**config.mk**
```make
export PLATFORM = sky130hd
export DESIGN_NAME = ifu
export DESIGN_NICKNAME = d
export VERILOG_FILES = /design/src/rtl/ifu_pkg.sv /design/src/rtl/ifu.sv
export SDC_FILE = /design/constraint.sdc
export NUM_CORES = 1
export LEC_CHECK = 0
export BUFFER_PORTS_ARGS = -buffer_cell sky130_fd_sc_hd__buf_2
export CORE_ASPECT_RATIO = 0.6
export CORE_MARGIN = 2
export CORE_UTILIZATION = 31
export DETAILED_ROUTE_END_ITERATION = 10
export SLEW_MARGIN = 20
export SYNTH_ARGS = -nofsm -noshare
export SYNTH_HDL_FRONTEND = slang
export SYNTH_SLANG_ARGS = --single-unit
export TNS_END_PERCENT = 20
```
**constraint.sdc**
```tcl
create_clock -name clk -period 3.1 [get_ports clk]
set_clock_uncertainty 0.1 [all_clocks]
set_input_delay 0 -clock clk [delete_from_list [all_inputs] [get_ports clk]]
set_output_delay 0 -clock clk [all_outputs]
set_load 0.02 [all_outputs]
```
**src/rtl/ifu_pkg.sv**
```systemverilog
// Shared CPU widths, IFU state encodings and the NOP word used by the fetch unit.
package ifu_pkg;

    localparam int CPU_ADDR_WIDTH  = 32;
    localparam int CPU_INSTR_WIDTH = 32;

    typedef enum logic [1:0] {
        IFU_IDLE = 2'd0,
        IFU_REQ  = 2'd1,
        IFU_WAIT = 2'd2
    } ifu_state_e;

    localparam logic [CPU_INSTR_WIDTH-1:0] IFU_NOP = '0;

endpackage

```
**src/rtl/ifu.sv**
```systemverilog
// Instruction fetch unit: single-outstanding bus read engine behind the fetch stage.
// Optional one-entry last-address hit buffer enabled by `CPU_IFU_LASTHIT_EN.
//
//   state    | meaning
//   ---------+---------------------------------------------------
//   IFU_IDLE | waiting for a read command
//   IFU_REQ  | bus request asserted, waiting for i_bus_cmd_accept
//   IFU_WAIT | request accepted, waiting for i_bus_resp
module ifu
    import ifu_pkg::*;
(
    input  logic                       clk,
    input  logic                       nrst,
    input  logic [CPU_ADDR_WIDTH-1:0]  i_addr,
    input  logic                       i_rd_cmd,
    output logic [CPU_INSTR_WIDTH-1:0] o_instr_dat,
    output logic                       o_busy,
    output logic                       o_err_align,
    output logic                       o_err_bus,
    output logic [CPU_ADDR_WIDTH-1:0]  o_bus_addr,
    output logic                       o_bus_cmd,
    input  logic                       i_bus_cmd_accept,
    input  logic [CPU_INSTR_WIDTH-1:0] i_bus_rdata,
    input  logic                       i_bus_resp,
    input  logic                       i_bus_resp_err
);

    ifu_state_e                state_q;
    ifu_state_e                state_d;
    logic [CPU_ADDR_WIDTH-1:0] addr_q;
    logic                      aligned;
    logic                      hit;
    logic                      cmd_take;
    logic                      resp_take;

    assign aligned   = (i_addr[1:0] == 2'b00);
    assign cmd_take  = (state_q == IFU_IDLE) && i_rd_cmd;
    assign resp_take = (state_q == IFU_WAIT) && i_bus_resp;

`ifdef CPU_IFU_LASTHIT_EN
    logic                      hit_valid;
    logic [CPU_ADDR_WIDTH-1:0] hit_addr;

    // The buffered data is o_instr_dat itself; only the address is stored here.
    assign hit = hit_valid && (hit_addr == i_addr);

    always_ff @(posedge clk or negedge nrst) begin
        if (!nrst) begin
            hit_valid <= 1'b0;
            hit_addr  <= '0;
        end else if (cmd_take && !aligned) begin
            hit_valid <= 1'b0;
        end else if (resp_take) begin
            if (i_bus_resp_err) begin
                hit_valid <= 1'b0;
            end else begin
                hit_valid <= 1'b1;
                hit_addr  <= addr_q;
            end
        end
    end
`else
    assign hit = 1'b0;
`endif

    always_ff @(posedge clk or negedge nrst) begin
        if (!nrst) begin
            state_q <= IFU_IDLE;
        end else begin
            state_q <= state_d;
        end
    end

    // Busy has a combinational term so the fetch stage sees it in its command cycle.
    always_comb begin
        state_d   = state_q;
        o_bus_cmd = 1'b0;
        o_busy    = (state_q != IFU_IDLE) || (i_rd_cmd && aligned && !hit);
        case (state_q)
            IFU_IDLE: begin
                if (i_rd_cmd && aligned && !hit) begin
                    state_d = IFU_REQ;
                end
            end
            IFU_REQ: begin
                o_bus_cmd = 1'b1;
                if (i_bus_cmd_accept) begin
                    state_d = IFU_WAIT;
                end
            end
            IFU_WAIT: begin
                if (i_bus_resp) begin
                    state_d = IFU_IDLE;
                end
            end
            default: state_d = IFU_IDLE;
        endcase
    end

    always_ff @(posedge clk or negedge nrst) begin
        if (!nrst) begin
            addr_q      <= '0;
            o_instr_dat <= IFU_NOP;
            o_err_align <= 1'b0;
            o_err_bus   <= 1'b0;
        end else if (cmd_take) begin
            addr_q      <= i_addr;
            o_err_align <= !aligned;
            o_err_bus   <= 1'b0;
            if (!aligned) begin
                o_instr_dat <= IFU_NOP;
            end
        end else if (resp_take) begin
            if (i_bus_resp_err) begin
                o_instr_dat <= IFU_NOP;
                o_err_bus   <= 1'b1;
            end else begin
                o_instr_dat <= i_bus_rdata;
            end
        end
    end

    assign o_bus_addr = addr_q;

endmodule
```
-- Yosys cells after proc, flatten, opt, wreduce, memory -nomap -nowiden
Index checks and enable logic that the tools add are counted.
- shift operators: 0
- equality and inequality tests: 6
- $add $sub $neg: 0
- mux-type cells: 12
- bitwise gates (word level): 0
- magnitude comparators: 0
- div/mod/pow operators: 0
- $mul: 0
- reductions and logical operators: 13
- operators with widths (kind ; count):
    $mux W32 ; 4
    $mux W2 ; 3
    $ne A2 B2 Y1 const B ; 3
    $pmux W2 S3 ; 1
    $reduce_bool A2 Y1 ; 3
    $logic_not A2 Y1 ; 2
    $mux W1 ; 4
    $reduce_and A2 Y1 ; 2
    $logic_and A1 B1 Y1 ; 3
    $reduce_and A3 Y1 ; 1
    $eq A2 B1 Y1 const B ; 1
    $eq A2 B2 Y1 const B ; 1
    $ne A2 B1 Y1 const B ; 1
    $logic_not A1 Y1 ; 1
    $logic_or A1 B1 Y1 ; 1
- bits in read-only memories: 0
- output and inout bits: 68
- memory bits (writable): 0
- flip-flop bits (word level): 68
- logic and storage cells: 36
- latch bits: 0
- memories kept: 0

-- Logic depth before layout (Yosys ltp)
- word-level depth: 4
- depth in mapped cells: 5
- depth with buffers taken out: 3

-- Worst setup path before layout
Ideal clock, no wire load.
- kind: register to register
- from: register state_q[1]
- to: register o_instr_dat[0]
- path slack: 1410 ps
- stages on the path, launching flop included: 6
- data arrival time: 1468 ps
- data required time: 2878 ps
- cell sequence: dfrtp_1 -> buf_6 -> or4b_4 -> buf_6 -> buf_6 -> a32o_1
- word-level cells in the longest chain between the ends: 4
- elaborated cells on any way between the ends: 8
- classes of those cells: eq/ne: 2; mux: 1; reduce/logical: 5
- ends and longest elaborated chain (element ; RTL line ; RTL):
    from (decl) ; ifu.sv:28 ; ifu_state_e state_q;
    from (signal assigned) ; ifu.sv:70 ; state_q <= state_d;
    $eq A2 B2 Y1 / $logic_not A2 Y1 (equally long branches) ; ifu.sv:38, ifu.sv:37 ;
    $logic_and A1 B1 Y1, on equally long branches ; ifu.sv:38, ifu.sv:37 ;
    $reduce_bool A2 Y1 (no line) / $ne A2 B2 Y1 (equally long branches) ; n/a ;
    $reduce_and A2 Y1 (no line) ; n/a ;
    to (signal assigned) ; ifu.sv:118 ; o_instr_dat <= i_bus_rdata;
    to (decl) ; ifu.sv:16 ; output logic [CPU_INSTR_WIDTH-1:0] o_instr_dat,
Several ways; a longest one is shown, not always the timed one.
A chain may end at the register's enable or synchronous reset.

-- Worst setup path in the final report
- from: register state_q[1]
- to: register o_instr_dat[21]
Same word-level chain as after synthesis.

==> reports/results.tsv <==
metric	value	unit
run status	completed	
register area share after synthesis	65.5	%
GRT Total Usage	16.8	%
Final HPWL DP	4440	um
PnR worst setup slack	0.744	ns
peak fanout along the critical path	32	
layout cells sized above 1	49.2	%
width of the chip	122	um
vias post-DR	2244	
pwr dens	638	mW/mm^2
CP Launch Type	flip-flop	
Area Overhead vs Synth	71.2	%
pre-CTS setup slack	1.17	ns
Final min period	2.36	ns
Top Ports	138	
final period utilization	76.0	%
global-route wire length before repair	11500	um
synthesized area per cell	15.8	sq um
clock root cell	clkbuf_16	
Filler Cell Count	680	
mean number of vias per cell	4.60	
# H-tree levels	3	
unrepaired setup endpoints after global routing	false	
cts hold-fix bufs	72	
Synth Warn #	0	
mapped cell area	0.00260	sq mm
placed inst area	0.00339	sq mm
Die Area	0.00915	sq mm
Initial DRC Count	81	
GP Congestion	0.731	
fin nets	445	
DR DRC count	0	
# diodes	0	
Post-synth EDFFs	0	
DRT antenna net count	0	
ys flop type	dfrtp_1	
largest net degree at the start of global routing	48	
clock tree from TritonCTS	done	
Crit path required time	3.20	ns
Cells after Synth	164	
TritonRoute pass-1 iters	4	
crit path kind	flip-flop to flip-flop	
Setup violations, final	0	
Setup Buffers After CTS	0	
Starting Density	32.4	%
ys async rst share	100	%
final non-filler cell total	488	
max_slew headroom	53.1	%
Min-Delay Path Class	input pin to async pin	
max cap viols	0	
Worst EP arrival	2.46	ns
Die Span Y	74.9	um
final hold viol count	0	
number of global-route vias before repair	2334	
syn_nets	234	
placed cell count	400	
Core Area	0.00801	sq mm
initial antenna violation count	0	
Rows	25	
leakage	2.21	nW
Worst-Skew Late Latency	0.32	ns
per-cell routed wire length	15.0	um
Worst setup startpoint	state_q[1]$_DFFE_PN0P_	
Clock Path Buffers	2	
Worst R2R Path Depth	3	
peak supply drop	0.390	mV
R2R Path End	o_instr_dat[21]$_DFFE_PN0P_	
flop2flop setup slack	0.74	ns
Netlist cell types	21	
clock sinks	68	
crit end category	flip-flop	
Routed WL	7320	um
largest stage delay on the critical path	0.76	ns
crit-path cells	or4b_4, a32o_1, dlygate4sd3_1	
Final Slew Violations	0	
actual slew at the worst max-slew pin	0.703	ns
gr ovfl total	0	
post_cts resized	0	
setup TNS	0	ns
Achievable Freq	425	MHz
Finished Cell Area	0.00445	sq mm
Worst Setup EP	o_instr_dat[21]$_DFFE_PN0P_	
clock-pin transition on the worst setup and hold timing paths	0.05	ns
synthesis-stage register bit count	68	
CTS buffer count	9	
reg2reg start	state_q[1]$_DFFE_PN0P_	
slowest CP cell	or4b_4	
# port buffers	137	
-- worst min-delay path by stage --
stage                     start  slack (ns)                     endpoint  cells after the start
6_report                   nrst        0.15   o_bus_addr[18]$_DFFE_PN0N_                      2
3_5_place_dp    i_bus_rdata[28]        0.12  o_instr_dat[28]$_DFFE_PN0P_                      2
3_3_place_gp   i_bus_cmd_accept        0.11       state_q[0]$_DFFE_PN0P_                      2
5_1_grt                i_rd_cmd        0.18   o_bus_addr[25]$_DFFE_PN0N_                      3
4_1_cts                i_rd_cmd        0.15   o_bus_addr[28]$_DFFE_PN0N_                      3
2_1_floorplan              nrst       -0.40    o_bus_addr[0]$_DFFE_PN0N_                      0
-- critical path: cells and delay by family, from the launching register on --
family,cells,cell delay [ns]
buffers and inverters,1,0.55
AO/OA/AOI/OAI,1,0.33
AND/OR/NAND/NOR,1,0.76
flip-flops,1,0.47
-- state kept, by name, indices dropped and copies added, names as in the netlist --
name / count
o_err_bus: 1
state_q: 2
o_instr_dat: 32
o_err_align: 1
o_bus_addr: 32
-- cells in the final DEF, fill, tap and decap left out --
master         Yosys  routed
mux2_2            26      26
clkbuf_8           0       3
a31oi_1            1       1
nand3_1            1       1
o21a_1             1       1
nor3b_4            0       2
o21ai_0            1       1
clkbuf_16          0       9
buf_2              3     136
a211o_1            1       1
nand2b_1           2       2
buf_4              0       5
or4b_4             1       1
buf_12             0       1
nor2b_1            1       1
bufinv_16          0       2
dlygate4sd3_1      0      72
o31ai_1            1       1
inv_1              1       1
clkinv_2           0       2
a21oi_1            1       1
dfrtp_1           68      68
nand2_1            2       2
nor2_1             2       2
a32o_1            32      32
mux2_1             6       6
-- kinds of logic after synthesis --
family	after synthesis	share of synthesized area, %
flops	68	65.5
compound gates	38	13.9
mux	32	13.9
buf+inv	15	3.76
simple gates	11	2.99
-- layer usage --
layer  track usage [%]  wire length, um  part of all wire [%]  vias up
met2              28.1             3540                    48       89
met3              6.29              528                   7.2        8
li1                  -                -                     -     1055
met5                 0                0                     0        -
met1              20.4             3170                    43     1092
met4              6.26               82                   1.1        0
-- report_power, final --
group	switching [mW]	leakage (nW)	internal (mW)
Combinational	0.344	1.17	0.296
Sequential	0.0652	0.866	1.01
Clock	0.351	0.169	0.766
-- synthesized netlist by cell type (all sizes together), types with 2 or more instances --
cell    count  share of area, %
dfrtp      68                66
clkbuf      6              0.87
nand2b      2              0.48
nand2       2              0.29
mux2       32                14
nor3b       2              0.96
a32o       32                12
buf         8               2.7
nor2        2              0.29
-- area by class of cell --
class	count	area (sq um)	share of cell area [%]
timing repair buffer	214	1460	32.8
inverter	1	3.75	0.0844
sequential	68	1700	38.3
multi-input combinational	81	811	18.2
tap	108	135	3.04
clock buffer	12	267	5.99
clock inverter	4	70.1	1.58
-- stage by stage --
step	total power, mW	util (%)	hold slack (ns)
6_report	2.84	55.5	0.145
5_1_grt	2.97	55.5	0.181
4_1_cts	2.87	55.5	0.153
3_5_place_dp	1.66	42.3	0.120
3_3_place_gp	1.65	42.3	0.112
2_1_floorplan	1.43	-	-0.396
Power figures use the tool's default switching activity.
